`src/rtl/ram_peek_dumper.sv`:
```
// Purpose: sweeps a word range of the local RAM through its peek port and streams every word as 4 bytes, MSB first.
// Latency: 3 cycles start-to-first-byte; 6 cycles per word with m_ready held high; done the cycle after the last byte.
// Backpressure: m_valid/m_data hold while m_ready is low; m_valid is registered and never depends on m_ready.
// Option: define RAM_DUMP_CHECKSUM_EN to append one XOR checksum byte after the final data byte.
module ram_peek_dumper #(
   parameter int RAM_SIZE = 1024,
   parameter int LEN_W    = 16
) (
   input  logic             clk,
   input  logic             rst_n,        // synchronous, active-high
   input  logic             start,
   input  logic [31:0]      start_addr,
   input  logic [LEN_W-1:0] word_count,
   output logic             busy,
   output logic             done,
   output logic [31:0]      peekAddress,
   input  logic [31:0]      peekData,
   output logic [7:0]       m_data,
   output logic             m_valid,
   input  logic             m_ready
);

   localparam int AW = $clog2(RAM_SIZE);

   typedef enum logic [2:0] {
      S_IDLE,
      S_FETCH,
      S_CAPTURE,
      S_SEND,
`ifdef RAM_DUMP_CHECKSUM_EN
      S_CSUM,
`endif
      S_FINISH
   } state_t;

   state_t           state;
   logic [LEN_W-1:0] remaining;
   logic [31:0]      shreg;       // bytes still to send, left-aligned
   logic [1:0]       byte_idx;
`ifdef RAM_DUMP_CHECKSUM_EN
   logic [7:0]       csum;
`endif

   logic             hs;
   logic [AW-1:0]    addr_inc;
   logic [LEN_W-1:0] one_len;
   logic             unused_addr_hi;

   // Address arithmetic stays inside the RAM's index width so wrap is free.
   assign hs             = m_valid && m_ready;
   assign addr_inc       = peekAddress[AW-1:0] + {{(AW-1){1'b0}}, 1'b1};
   assign one_len        = {{(LEN_W-1){1'b0}}, 1'b1};
   assign unused_addr_hi = ^start_addr[31:AW];

   // Single FSM: fetch a word, capture it, shift it out a byte per handshake.
   always_ff @(posedge clk) begin
      if (rst_n) begin
         state       <= S_IDLE;
         busy        <= 1'b0;
         done        <= 1'b0;
         m_valid     <= 1'b0;
         m_data      <= 8'h00;
         peekAddress <= 32'h0;
         remaining   <= '0;
         shreg       <= 32'h0;
         byte_idx    <= 2'd0;
`ifdef RAM_DUMP_CHECKSUM_EN
         csum        <= 8'h00;
`endif
      end else begin
         done <= 1'b0;
         case (state)
            S_IDLE: begin
               if (start) begin
                  remaining <= word_count;
                  if (word_count == '0) begin
                     // Empty dump: finish immediately, never raise busy.
                     done  <= 1'b1;
                     state <= S_FINISH;
                  end else begin
                     busy        <= 1'b1;
                     peekAddress <= {{(32-AW){1'b0}}, start_addr[AW-1:0]};
`ifdef RAM_DUMP_CHECKSUM_EN
                     csum        <= 8'h00;
`endif
                     state       <= S_FETCH;
                  end
               end
            end

            S_FETCH: begin
               // RAM registers ram[peekAddress] on this edge.
               state <= S_CAPTURE;
            end

            S_CAPTURE: begin
               shreg    <= {peekData[23:0], 8'h00};
               m_data   <= peekData[31:24];
               m_valid  <= 1'b1;
               byte_idx <= 2'd0;
               state    <= S_SEND;
            end

            S_SEND: begin
               if (hs) begin
`ifdef RAM_DUMP_CHECKSUM_EN
                  csum <= csum ^ m_data;
`endif
                  if (byte_idx == 2'd3) begin
                     m_valid   <= 1'b0;
                     remaining <= remaining - one_len;
                     if (remaining == one_len) begin
`ifdef RAM_DUMP_CHECKSUM_EN
                        state <= S_CSUM;
`else
                        done  <= 1'b1;
                        busy  <= 1'b0;
                        state <= S_FINISH;
`endif
                     end else begin
                        peekAddress <= {{(32-AW){1'b0}}, addr_inc};
                        state       <= S_FETCH;
                     end
                  end else begin
                     m_data   <= shreg[31:24];
                     shreg    <= shreg << 8;
                     byte_idx <= byte_idx + 2'd1;
                  end
               end
            end

`ifdef RAM_DUMP_CHECKSUM_EN
            S_CSUM: begin
               // First cycle presents the checksum, then wait for its handshake.
               if (!m_valid) begin
                  m_data  <= csum;
                  m_valid <= 1'b1;
               end else if (m_ready) begin
                  m_valid <= 1'b0;
                  done    <= 1'b1;
                  busy    <= 1'b0;
                  state   <= S_FINISH;
               end
            end
`endif

            S_FINISH: begin
               // done is visible during this cycle; new starts are taken from IDLE.
               state <= S_IDLE;
            end

            default: begin
               state <= S_IDLE;
            end
         endcase
      end
   end

   // Stream bytes must not change or vanish while the sink is stalling.
   property p_stall_hold;
      @(posedge clk) disable iff (rst_n)
         (m_valid && !m_ready) |=> (m_valid && $stable(m_data));
   endproperty
   a_stall_hold: assert property (p_stall_hold);

   // Address never leaves the RAM's index range.
   a_addr_range: assert property (@(posedge clk) peekAddress[31:AW] == '0);

endmodule

```
`config.mk`:
```
export PLATFORM = sky130hd
export DESIGN_NAME = ram_peek_dumper
export DESIGN_NICKNAME = d
export VERILOG_FILES = /design/src/rtl/ram_peek_dumper.sv
export SDC_FILE = /design/constraint.sdc
export NUM_CORES = 1
export LEC_CHECK = 0
export ABC_AREA = 0
export BUFFER_PORTS_ARGS = -buffer_cell sky130_fd_sc_hd__buf_4
export CORE_MARGIN = 4
export CORE_UTILIZATION = 38
export CTS_CLUSTER_DIAMETER = 40
export DETAILED_ROUTE_END_ITERATION = 16
export GPL_TIMING_DRIVEN = 0
export PLACE_DENSITY_LB_ADDON = 0.15
export SYNTH_ARGS = -nofsm -noshare
export SYNTH_HDL_FRONTEND = slang
export SYNTH_SLANG_ARGS = --single-unit
```
`constraint.sdc`:
```
create_clock -name clk -period 2.71 [get_ports clk]
set_input_delay 0.1355 -clock clk [delete_from_list [all_inputs] [get_ports clk]]
set_output_delay 0.1355 -clock clk [all_outputs]
set_load 0.05 [all_outputs]
```
; After elaboration in Yosys (flattened, before gate mapping)
; Index checks and enable logic that the tools add are counted.
[totals]
inputBits = 84
out_inout_bits = 43
word_cells = 75
register_bits = 96
[classes]
eq_ne = 12
reduce_logical = 11
addsub = 3
muxes = 40
[ops]
columns = operator, n
row1 = $mux 32, 7
row2 = $pmux 32 s2, 2
row3 = $mux 16, 3
row4 = $pmux 16 s2, 1
row5 = $eq 16x1->1 const B, 1
row6 = $logic_not 16->1, 1
row7 = $mux 8, 2
row8 = $pmux 8 s2, 1
row9 = $sub 16x1->16 const B, 1
row10 = $mux 3, 5
row11 = $ne 2x2->1 const B, 7
row12 = $mux 1, 12
row13 = $pmux 3 s4, 1
row14 = $reduce_and 6->1, 2
row15 = $add 10x1->10 const B, 1
row16 = $reduce_and 3->1, 3
row17 = $eq 3x2->1 const B, 2
row18 = $pmux 1 s2, 3
row19 = $mux 2, 2
row20 = $pmux 2 s2, 1
row21 = $reduce_and 4->1, 1
row22 = $reduce_bool 2->1, 2
row23 = $eq 3x1->1 const B, 1
row24 = $logic_not 3->1, 1
row25 = 3 further kinds, 3

; Depth between registers and ports, before layout
; Gate-level depths: netlist of the first run.
[logic_depth]
ltp_word = 5
mapped_depth = 8
ltp_nobuf = 7

; Worst setup path before layout of the first run
; No wires, ideal clock.
[synth_timing]
path_type = register to register
start = register m_valid
end = register peekAddress[1]
required_ns = 2.589
n_path_buf = 1
period_less_slack_ns = 2.161
arrival_time_ns = 2.040
stages_incl_launch_ff = 7
setup_slack_ns = 0.549
setup_ns = 0.121
path_cell_list = dfxtp_1 -> and3_4 -> and3_4 -> o21bai_4 -> or3_1 -> buf_6 -> mux2_4
[synth_via]
elab_chain_cells = 3
[synth_rtl]
columns = element, line
row1 = "start, declared", 19  ; output logic m_valid,
row2 = "start signal, assigned", 61  ; m_valid <= 1'b0;
row3 = "start signal, assigned", 99  ; m_valid <= 1'b1;
row4 = "start signal, assigned", 110  ; m_valid <= 1'b0;
row5 = $logic_and 1x1->1, 50  ; assign hs = m_valid && m_ready;
row6 = $ne 2x2->1 (no source line), --
row7 = $reduce_and 6->1 (no source line), --
row8 = "end signal, assigned", 82  ; peekAddress <= {{(32-AW){1'b0}}, start_addr[AW-1:0]};
row9 = "end signal, assigned", 121  ; peekAddress <= {{(32-AW){1'b0}}, addr_inc};
row10 = "end, declared", 16  ; output logic [31:0] peekAddress,
; Every way passes these cells.
; A chain may end at the register's enable or synchronous reset.

; Worst setup path after layout of the first run
[layout_timing]
start = register remaining[1]
end = register peekAddress[1]
[layout_via]
elab_chain_cells = 3
[layout_rtl]
columns = element, line
row1 = "start, declared", 37  ; logic [LEN_W-1:0] remaining;
row2 = "start signal, assigned", 75  ; remaining <= word_count;
row3 = "start signal, assigned", 111  ; remaining <= remaining - one_len;
row4 = $eq 16x1->1, 112  ; if (remaining == one_len) begin
row5 = $ne 2x2->1 (no source line), --
row6 = $reduce_and 6->1 (no source line), --
; Every way passes these cells.

==> impl_metrics.csv, run 1 <==
group,metric,value,unit
status,status,"finished, final reports clean",
final_layout,fillers,967,
critical_path,critPathKind,"flip-flop to flip-flop",
drt,vias_per_cell,5.29,
critical_path,path_cells,"inv_1 -> ha_1 -> nor3b_1 -> nand4_2 -> nor2_4 -> or3_1 -> buf_6 -> mux2_4",
grt,grt_pass1_vias,3679,
place,io_buffer_count,82,
sta,setup_tns,0,ns
synth,ys.warnings.count,0,
synth,seq_area_frac_synth,0.363,
critical_path,startpoint_type,"flip-flop",
drt,wirelength,11200,µm
critical_path,worstPathMaxFanout,10,
power,comb_power_share,0.327,
drt,first_pass_iters,5,
power,irDropWorstVdd,0.325,mV
critical_path,cp_data_arrival_time,2.46,ns
sta,min_period_over_period,0.821,
critical_path,crit_path_end_kind,"flip-flop",
critical_path,cpMaxStageDelayCell,"nand4_2",
clock_network,max-clock-path-buffers,2,
power,net-switching-power,1.22,mW
clock_network,root_buffer,"clkbuf_8",
place,dpl.hpwl,8210,µm
synth,synth-compound-area-share,0.254,
final_layout,area_growth_syn_to_layout,30.2,%
sta,final_max_slew_viol_count,0,
synth,syn_area,3640,µm²
synth,muxShareOfSynthArea,0.00688,
synth,synth_edf_count,0,
synth,synth_xor_area_frac,0.00241,
clock_network,post_cts_resized,0,
clock_network,postCtsSetupRepairBufs,0,
final_layout,multi_input_area,2050,µm²
grt,overflow,0,
sta,max_freq,450,MHz
place,gp_congestion,0.911,
grt,grt_antenna_before_repair,0,
drt,drcViolationCount,0,
power,pwr-share-seq,0.366,
drt,wl_per_cell,15.8,µm
sta,timing.final.ws_setup,0.486,ns
grt,track_usage,0.200,
clock_network,clkTransAtPathRegs,0.08,ns
sta,finClkSkew,0.00898,ns
critical_path,required,2.95,ns
synth,synthSimpleGateAreaFrac,0.265,
floorplanning,num_rows,35,
sta,layout_min_cycle_time,2.22,ns
final_layout,register_area,1320,µm²
sta,setup_viol,0,
grt,grt_pass1_wl,18200,µm
clock_network,cts_buffers,9,
synth,synth_fa_ha_area_frac,0.0138,
sta,finalHoldViolations,0,
floorplanning,ios,127,
power,swShare,0.367,
run,maxCapViolCount,0,
synth,yosys_most_used_dff,"dfxtp_1",
synth,async_flop_share,0,
floorplanning,die_height,106,µm
synth,ys_ff_latch,66,
floorplanning,die_area,11200,µm²
floorplanning,die_w,106,µm
final_layout,fin_nets,662,
synth,synth_top_family_by_area,"simple AND/OR/NAND/NOR gates",
power,powerDensity,702,nW/µm²
clock_network,ctsHoldBuffers,0,
sta,rsz0062_at_grt,"no",
clock_network,cts.sinks,66,
critical_path,worst_path_largest_cell_delay,0.37,ns
floorplanning,core,9280,µm²
clock_network,clock_latency,0.34,ns
power,p_leak,1.94,nW
synth,synth_cell_types,54,
power,clkPwrFrac,0.307,
floorplanning,start_util,0.392,
synth,netlist_instances,460,
final_layout,diodes,0,
sta,slew_headroom,0.594,
sta,tightest_slew,0.608,ns
drt,dr.first_iter.drc_count,262,
hold_path,hp-class,"primary input to flip-flop",
clock_network,cts_tree,"built",
drt,ant_nets,0,
grt,grt_start_max_net_pins,13,
power,internal_power,2.10,mW
final_layout,drive_above_1_share,0.250,
drt,vias,3743,
synth,postSynthAreaPerCell,7.90,µm²
critical_path,reg2reg_slack,0.49,ns
clock_network,htree_levels,3,
place,place_ws,0.504,ns
[metal layers]
layer | vias to the layer above | GRT usage | wire length, µm
met5 | - | 0 | 0
met4 | 0 | 0.0629 | 114
met3 | 12 | 0.0478 | 814
met2 | 148 | 0.314 | 5170
met1 | 1710 | 0.271 | 5070
li1 | 1873 | - | -
[through the flow]
step / power, mW / cells / area (µm²) / utilization / hold WS (ns)
finish: 3.32 / 708 / 4730 / 0.510 / 0.0264
global route: 3.52 / 708 / 4730 / 0.510 / 0.0168
floorplan: 1.99 / 481 / 3710 / - / 0.284
detailed placement: 2.31 / 692 / 4490 / 0.484 / 0.384
global placement: 2.30 / 692 / 4490 / 0.484 / 0.372
CTS: 3.34 / 708 / 4730 / 0.510 / 0.0185
[registers in the layout (all words and copies together), names as in the netlist]
name         cells
busy             1
byte_idx         2
done             1
m_data           8
m_valid          1
peekAddress     10
remaining       16
shreg           24
state            3
[layout by cell type, fill, tap and decap left out, drive strengths merged, types with 6 or more instances in the layout]
master,n
o21ai,20
o31ai,8
clkbuf,29
buf,120
a22oi,15
a21oi,29
nor2,59
a311oi,24
nor3,12
o311ai,6
nand2,75
dfxtp,66
nor4,12
conb,22
nand3,6
[power groups by stage]
stage | Combinational [mW] | Clock (mW) | Sequential, mW
2_1_floorplan | 0.633 | 0 | 1.35
3_3_place_gp | 1.07 | 0 | 1.23
3_5_place_dp | 1.08 | 0 | 1.23
4_1_cts | 1.08 | 1.05 | 1.21
5_1_grt | 1.18 | 1.10 | 1.23
6_report | 1.09 | 1.02 | 1.22
[synthesized netlist by cell type, drive strengths merged, types with 4 or more instances]
cell type	number	area share
clkbuf	19	0.020
nor4	12	0.032
ha	4	0.014
a22oi	15	0.031
nand3	6	0.0083
dfxtp	66	0.36
o311ai	6	0.014
a311oi	24	0.058
nor3	12	0.017
nand2	75	0.077
and2	4	0.0069
buf	38	0.069
nand4	4	0.0086
a21oi	29	0.040
or3	5	0.0086
a211oi	5	0.010
nor3b	5	0.012
o31ai	8	0.017
inv	5	0.0052
o21ai	20	0.028
o32ai	5	0.012
nor2	59	0.063
and3	4	0.0096
[worst max-delay path: cells and delay by family, from the launching register on]
kind / cells / cell delay [ns]
fa+ha+maj: 1 / 0.13
buf+inv: 2 / 0.23
flops: 1 / 0.35
mux: 1 / 0.30
simple gates: 4 / 1.12
[path summary, 6_finish.rpt]
| kind | startpoint | cells past startpoint | to |
|---|---|---|---|
| hold / removal | peekData[7] | 3 | shreg[15] |
| hold reg to reg | shreg[19] | 2 | shreg[27] |
| setup reg to reg | remaining[1] | 8 | peekAddress[1] |
| setup / recovery | remaining[1] | 8 | peekAddress[1] |
[kinds of logic (layout without fill, tap and decap cells)]
kind of cell	after synthesis	after routing
multiplexers	2	2
buffers and inverters	62	160
AO/OA/AOI/OAI	129	129
adder cells (fa/ha/maj)	4	4
other	1	22
flip-flops	66	66
AND/OR/NAND/NOR	195	195
XOR/XNOR	1	1
[area by class of cell]
| type | instances | area share |
|---|---|---|
| Sequential cell | 66 | 0.279 |
| Buffer | 57 | 0.0679 |
| Multi-Input combinational cell | 353 | 0.434 |
| Tap cell | 129 | 0.0341 |
| Clock buffer | 10 | 0.0270 |
| Clock inverter | 6 | 0.0243 |
| Inverter | 5 | 0.00396 |
| Timing Repair Buffer | 82 | 0.130 |
Note: power is estimated with default switching activity, not from simulation.
==> run 2, diff against run 1 <==
- ABC_AREA: 0 -> 1
- clock period: 2.71 -> 2.01 ns (I/O delays scaled with it)
==> impl_metrics.csv, run 2 <==
group,metric,value,unit
critical_path,crit_path_end_kind,"flip-flop",
synth,ys.warnings.count,0,
floorplanning,die_area,12000,µm²
clock_network,cts_tree,"built",
floorplanning,start_util,0.395,
drt,top_layer_used,"met4",
sta,timing.final.ws_setup,0.268,ns
clock_network,max-clock-path-buffers,2,
sta,min_period_over_period,0.867,
synth,synth_top_area_cell,"dfxtp_1",
hold_path,hp-class,"primary input to flip-flop",
synth,async_flop_share,0,
final_layout,stdcell_count,887,
final_layout,multi_input_area,2190,µm²
drt,vias_per_cell,4.82,
final_layout,final_cell_mix,"nand2_1, nor2_1, buf_4, dfxtp_1, o21ai_0",
drt,route.met2.wl,5300,µm
sta,finalHoldViolations,0,
critical_path,worstPathMaxFanout,10,
sta,layout_min_cycle_time,1.74,ns
synth,yosys_most_used_dff,"dfxtp_1",
sta,setup_tns,0,ns
drt,ant_nets,0,
sta,tightest_slew,0.661,ns
synth,syn_area,3920,µm²
power,powerDensity,1470,nW/µm²
final_layout,register_area,1320,µm²
critical_path,critPathKind,"flip-flop to flip-flop",
sta,max_freq,574,MHz
critical_path,required,2.26,ns
drt,dr.first_iter.drc_count,204,
sta,setup_viol,0,
clock_network,cts.sinks,66,
critical_path,startpoint_type,"flip-flop",
grt,overflow,0,
clock_network,cts_buffers,9,
final_layout,final_core_util,0.506,
drt,first_pass_iters,5,
drt,drt-met1-wl,4960,µm
grt,grt_start_max_net_pins,12,
place,place_ws,0.236,ns
synth,synth_cell_types,31,
drt,vias,4277,
clock_network,root_buffer,"clkbuf_8",
drt,drcViolationCount,0,
clock_network,clkTransAtPathRegs,0.07,ns
place,gp_congestion,0.905,
floorplanning,die_w,110,µm
grt,grt_pass1_wl,18300,µm
synth,ys_ff_latch,66,
sta,rsz0062_at_grt,"no",
floorplanning,core,9910,µm²
final_layout,top_register,"shreg",
drt,wl_met3,794,µm
sta,finClkSkew,0.0109,ns
final_layout,fin_nets,837,
power,p_leak,2.42,nW
final_layout,final_common_cell,"nand2_1",
final_layout,diodes,0,
final_layout,fillers,1023,
drt,wirelength,11200,µm
synth,netlist_instances,634,
synth,synth_edf_count,0,
clock_network,htree_levels,3,
grt,grt_pass1_vias,4015,
synth,yosysMostFrequentCell,"nand2_1",
final_layout,top_regs,"shreg (24), remaining (16), peekAddress (10)",
synth,yosys-top-cells-area,"dfxtp_1, nand2_1, nor2_1",
status,status,"finished, final reports clean",
sta,hold_slack,0.0100,ns
clock_network,post_cts_resized,0,
synth,synth_top_area_share,0.337,
final_layout,largest_reg_flops,24,
sta,slew_headroom,0.560,
clock_network,clock_latency,0.36,ns
floorplanning,ios,127,
run,maxCapViolCount,0,
place,io_buffer_count,82,
grt,track_usage,0.193,
floorplanning,num_rows,36,
place,dp_cells,870,
synth,yosys-top-cells-count,"nand2_1, nor2_1, dfxtp_1",
critical_path,cp_data_arrival_time,1.99,ns
drt,wl_per_cell,12.7,µm
final_layout,area_growth_syn_to_layout,28.1,%
floorplanning,die_height,110,µm
synth,postSynthAreaPerCell,6.18,µm²
place,dpl.hpwl,8580,µm
grt,grt_antenna_before_repair,0,
power,irDropWorstVdd,0.478,mV
final_layout,drive_above_1_share,0.206,
sta,final_max_slew_viol_count,0,
synth,seq_area_frac_synth,0.337,
run 2: kinds of logic (layout without fill, tap and decap cells):
logic type,Yosys count,in the layout,share of synthesized area
flip-flops,66,66,0.337
buffers and inverters,97,196,0.125
AND/OR/NAND/NOR,361,361,0.386
other,1,22,0.000958
XOR/XNOR,1,1,0.00224
AO/OA/AOI/OAI,104,104,0.136
adder cells (fa/ha/maj),4,4,0.0128
run 2: where the power goes:
group,total [mW],internal [mW],switching [mW]
Combinational,3.91,1.29,2.62
Sequential,2.15,1.78,0.369
Clock,1.30,0.767,0.538
Total,7.36,3.84,3.52
run 2: area by class of cell:
class                   instances  share of cell area
multi-input cells             492               0.436
flip-flops and latches         66               0.263
repair buffers                 83               0.125
plain buffers                  48              0.0606
inverters                      49              0.0367
well taps                     133              0.0332
clock buffers                  12              0.0309
clock inverters                 4              0.0147
run 2: timing repair:
item / CTS / global route
endpoints found under the hold margin: 1 / 0
buffers inserted: 0 / 0
hold buffers: 1 / 0
run 2: through the flow:
step | power, mW | instance area (µm²)
global route | 7.99 | 5020
finish | 7.36 | 5020
global placement | 5.98 | 4780
detailed placement | 6.07 | 4780
floorplan | 5.04 | 4000
CTS | 7.37 | 5020
run 2: per-layer routing:
metal	GRT usage	vias to the layer above
li1	-	2191
met1	0.249	1939
met2	0.317	127
met3	0.0382	20
met4	0.0775	0
met5	0	-
run 2: path summary, 6_finish.rpt:
kind | start | slack (ns) | to | depth (start not counted)
max | state[1] | 0.27 | remaining[7] | 6
min | peekData[4] | 0.01 | shreg[12] | 3
max reg2reg | state[1] | 0.27 | remaining[7] | 6
min reg2reg | shreg[22] | 0.45 | shreg[22] | 2
run 2: worst max-delay path, stage by stage, from the launching register on:
cell and delay [ns]:
dfxtp_1 0.45, nand2_2 0.14, nor2_8 0.18, buf_1 0.46
o21ai_0 0.18, a21oi_1 0.17, nor2_1 0.05
==> run 3, diff against run 2 <==
- CORE_UTILIZATION: 38 -> 46
==> impl_metrics.csv, run 3 (synthesis gave the netlist of run 2 again) <==
group,metric,value,unit
final_layout,register_area,1320,µm²
final_layout,multi_input_area,2190,µm²
drt,wirelength,10700,µm
sta,min_period_over_period,0.883,
drt,wl_per_cell,12.4,µm
sta,max_freq,563,MHz
drt,dr.first_iter.drc_count,180,
floorplanning,ios,127,
critical_path,r2r_start,"state[1]",
critical_path,cp_data_arrival_time,2.07,ns
floorplanning,num_rows,33,
final_layout,final_cell_mix,"nand2_1, nor2_1, buf_4, dfxtp_1, o21ai_0",
clock_network,post_cts_resized,0,
grt,grt_pass1_vias,3870,
sta,rsz0062_at_grt,"no",
final_layout,stdcell_count,859,
critical_path,crit_path_end_kind,"flip-flop",
clock_network,htree_levels,3,
sta,hold_slack,0.00398,ns
status,status,"finished, final reports clean",
final_layout,fin_nets,837,
floorplanning,die_height,100,µm
final_layout,fillers,813,
place,dp_cells,842,
sta,timing.final.ws_setup,0.234,ns
place,gp_congestion,0.940,
final_layout,final_common_cell,"nand2_1",
sta,layout_min_cycle_time,1.78,ns
place,dpl.hpwl,8120,µm
grt,track_usage,0.210,
clock_network,postCtsSetupRepairBufs,0,
clock_network,cts_tree,"built",
grt,grt_antenna_before_repair,0,
critical_path,startpoint_type,"flip-flop",
drt,vias_per_cell,4.92,
place,io_buffer_count,82,
critical_path,cp-startpoint,"state[1]",
sta,finalHoldViolations,0,
sta,setup_tns,0,ns
grt,overflow,0,
sta,tightest_slew,0.571,ns
floorplanning,die_area,10100,µm²
final_layout,diodes,0,
place,place_ws,0.299,ns
final_layout,largest_reg_flops,24,
final_layout,top_regs,"shreg (24), remaining (16), peekAddress (10)",
drt,ant_nets,0,
sta,finClkSkew,0.00753,ns
drt,first_pass_iters,5,
drt,drcViolationCount,0,
hold_path,hp-class,"primary input to flip-flop",
final_layout,final_core_util,0.603,
critical_path,reg2reg_slack,0.23,ns
clock_network,cts.sinks,66,
power,irDropWorstVdd,0.554,mV
floorplanning,die_w,100,µm
power,powerDensity,1470,nW/µm²
clock_network,clkTransAtPathRegs,0.08,ns
critical_path,required,2.31,ns
final_layout,area_growth_syn_to_layout,27.1,%
final_layout,drive_above_1_share,0.207,
critical_path,rr_endpoint,"m_data[4]",
final_layout,top_register,"shreg",
clock_network,cts_buffers,9,
floorplanning,start_util,0.474,
drt,vias,4225,
critical_path,cp-endpoint,"m_data[4]",
grt,grt_pass1_wl,17200,µm
sta,final_max_slew_viol_count,0,
critical_path,worstPathMaxFanout,10,
sta,slew_headroom,0.620,
critical_path,critPathKind,"flip-flop to flip-flop",
floorplanning,core,8260,µm²
critical_path,reg2regPathDepth,7,
clock_network,root_buffer,"clkbuf_8",
clock_network,clock_latency,0.35,ns
run,maxCapViolCount,0,
clock_network,max-clock-path-buffers,2,
power,p_leak,2.41,nW
grt,grt_start_max_net_pins,14,
sta,setup_viol,0,
run 3: changes by cell type in the layout (fill, tap and decap cells not counted), sizes merged:
cell	delta
inv	+1
clkbuf	-3
clkinvlp	+2
run 3: metal layers:
layer | global-route usage | up-vias | part of all wire
met1 | 0.265 | 1883 | 0.43
met2 | 0.360 | 134 | 0.48
met4 | 0.0819 | 0 | 0.017
li1 | - | 2192 | -
met5 | 0 | - | 0
met3 | 0.0320 | 16 | 0.073
run 3: critical path, cell delays in order, from the launching register on:
cell and delay [ns]:
dfxtp_1 0.48, nand2_2 0.16, nor2_8 0.19, clkbuf_1 0.47
nand2_1 0.12, nand2_1 0.08, o21ai_0 0.09, nor2_1 0.11
run 3: how the worst min path moves through the flow:
stage	start	end	slack [ns]	cells past startpoint
global route	peekData[3]	shreg[11]	0.02	3
finish	peekData[3]	shreg[11]	0.004	3
detailed placement	rst_n	state[1]	0.32	2
floorplan	rst_n	state[1]	0.17	1
global placement	rst_n	state[1]	0.32	2
CTS	peekData[3]	shreg[11]	0.003	3
run 3: report_power, final:
part / switching, mW / leakage (nW) / internal (mW)
Combinational: 2.59 / 1.77 / 1.29
Sequential: 0.374 / 0.543 / 1.78
Clock: 0.574 / 0.106 / 0.706
run 3: layout make-up:
cell class / count / area share
sequential: 66 / 0.265
clock inverter: 7 / 0.0204
multi-input combinational: 492 / 0.439
timing repair buffer: 83 / 0.126
clock buffer: 9 / 0.0249
inverter: 49 / 0.0370
buffer: 48 / 0.0611
tap: 105 / 0.0264
run 3: through the flow:
step | area (µm²) | total power [mW]
2_1_floorplan | 4000 | 5.04
3_3_place_gp | 4740 | 5.93
3_5_place_dp | 4740 | 6.03
4_1_cts | 4980 | 7.30
5_1_grt | 4980 | 7.88
6_report | 4980 | 7.31
run 3: repair_timing:
item,in CTS,in global routing
hold buffers,1,0
setup endpoints to repair,0,0
endpoints found under the hold margin,1,0
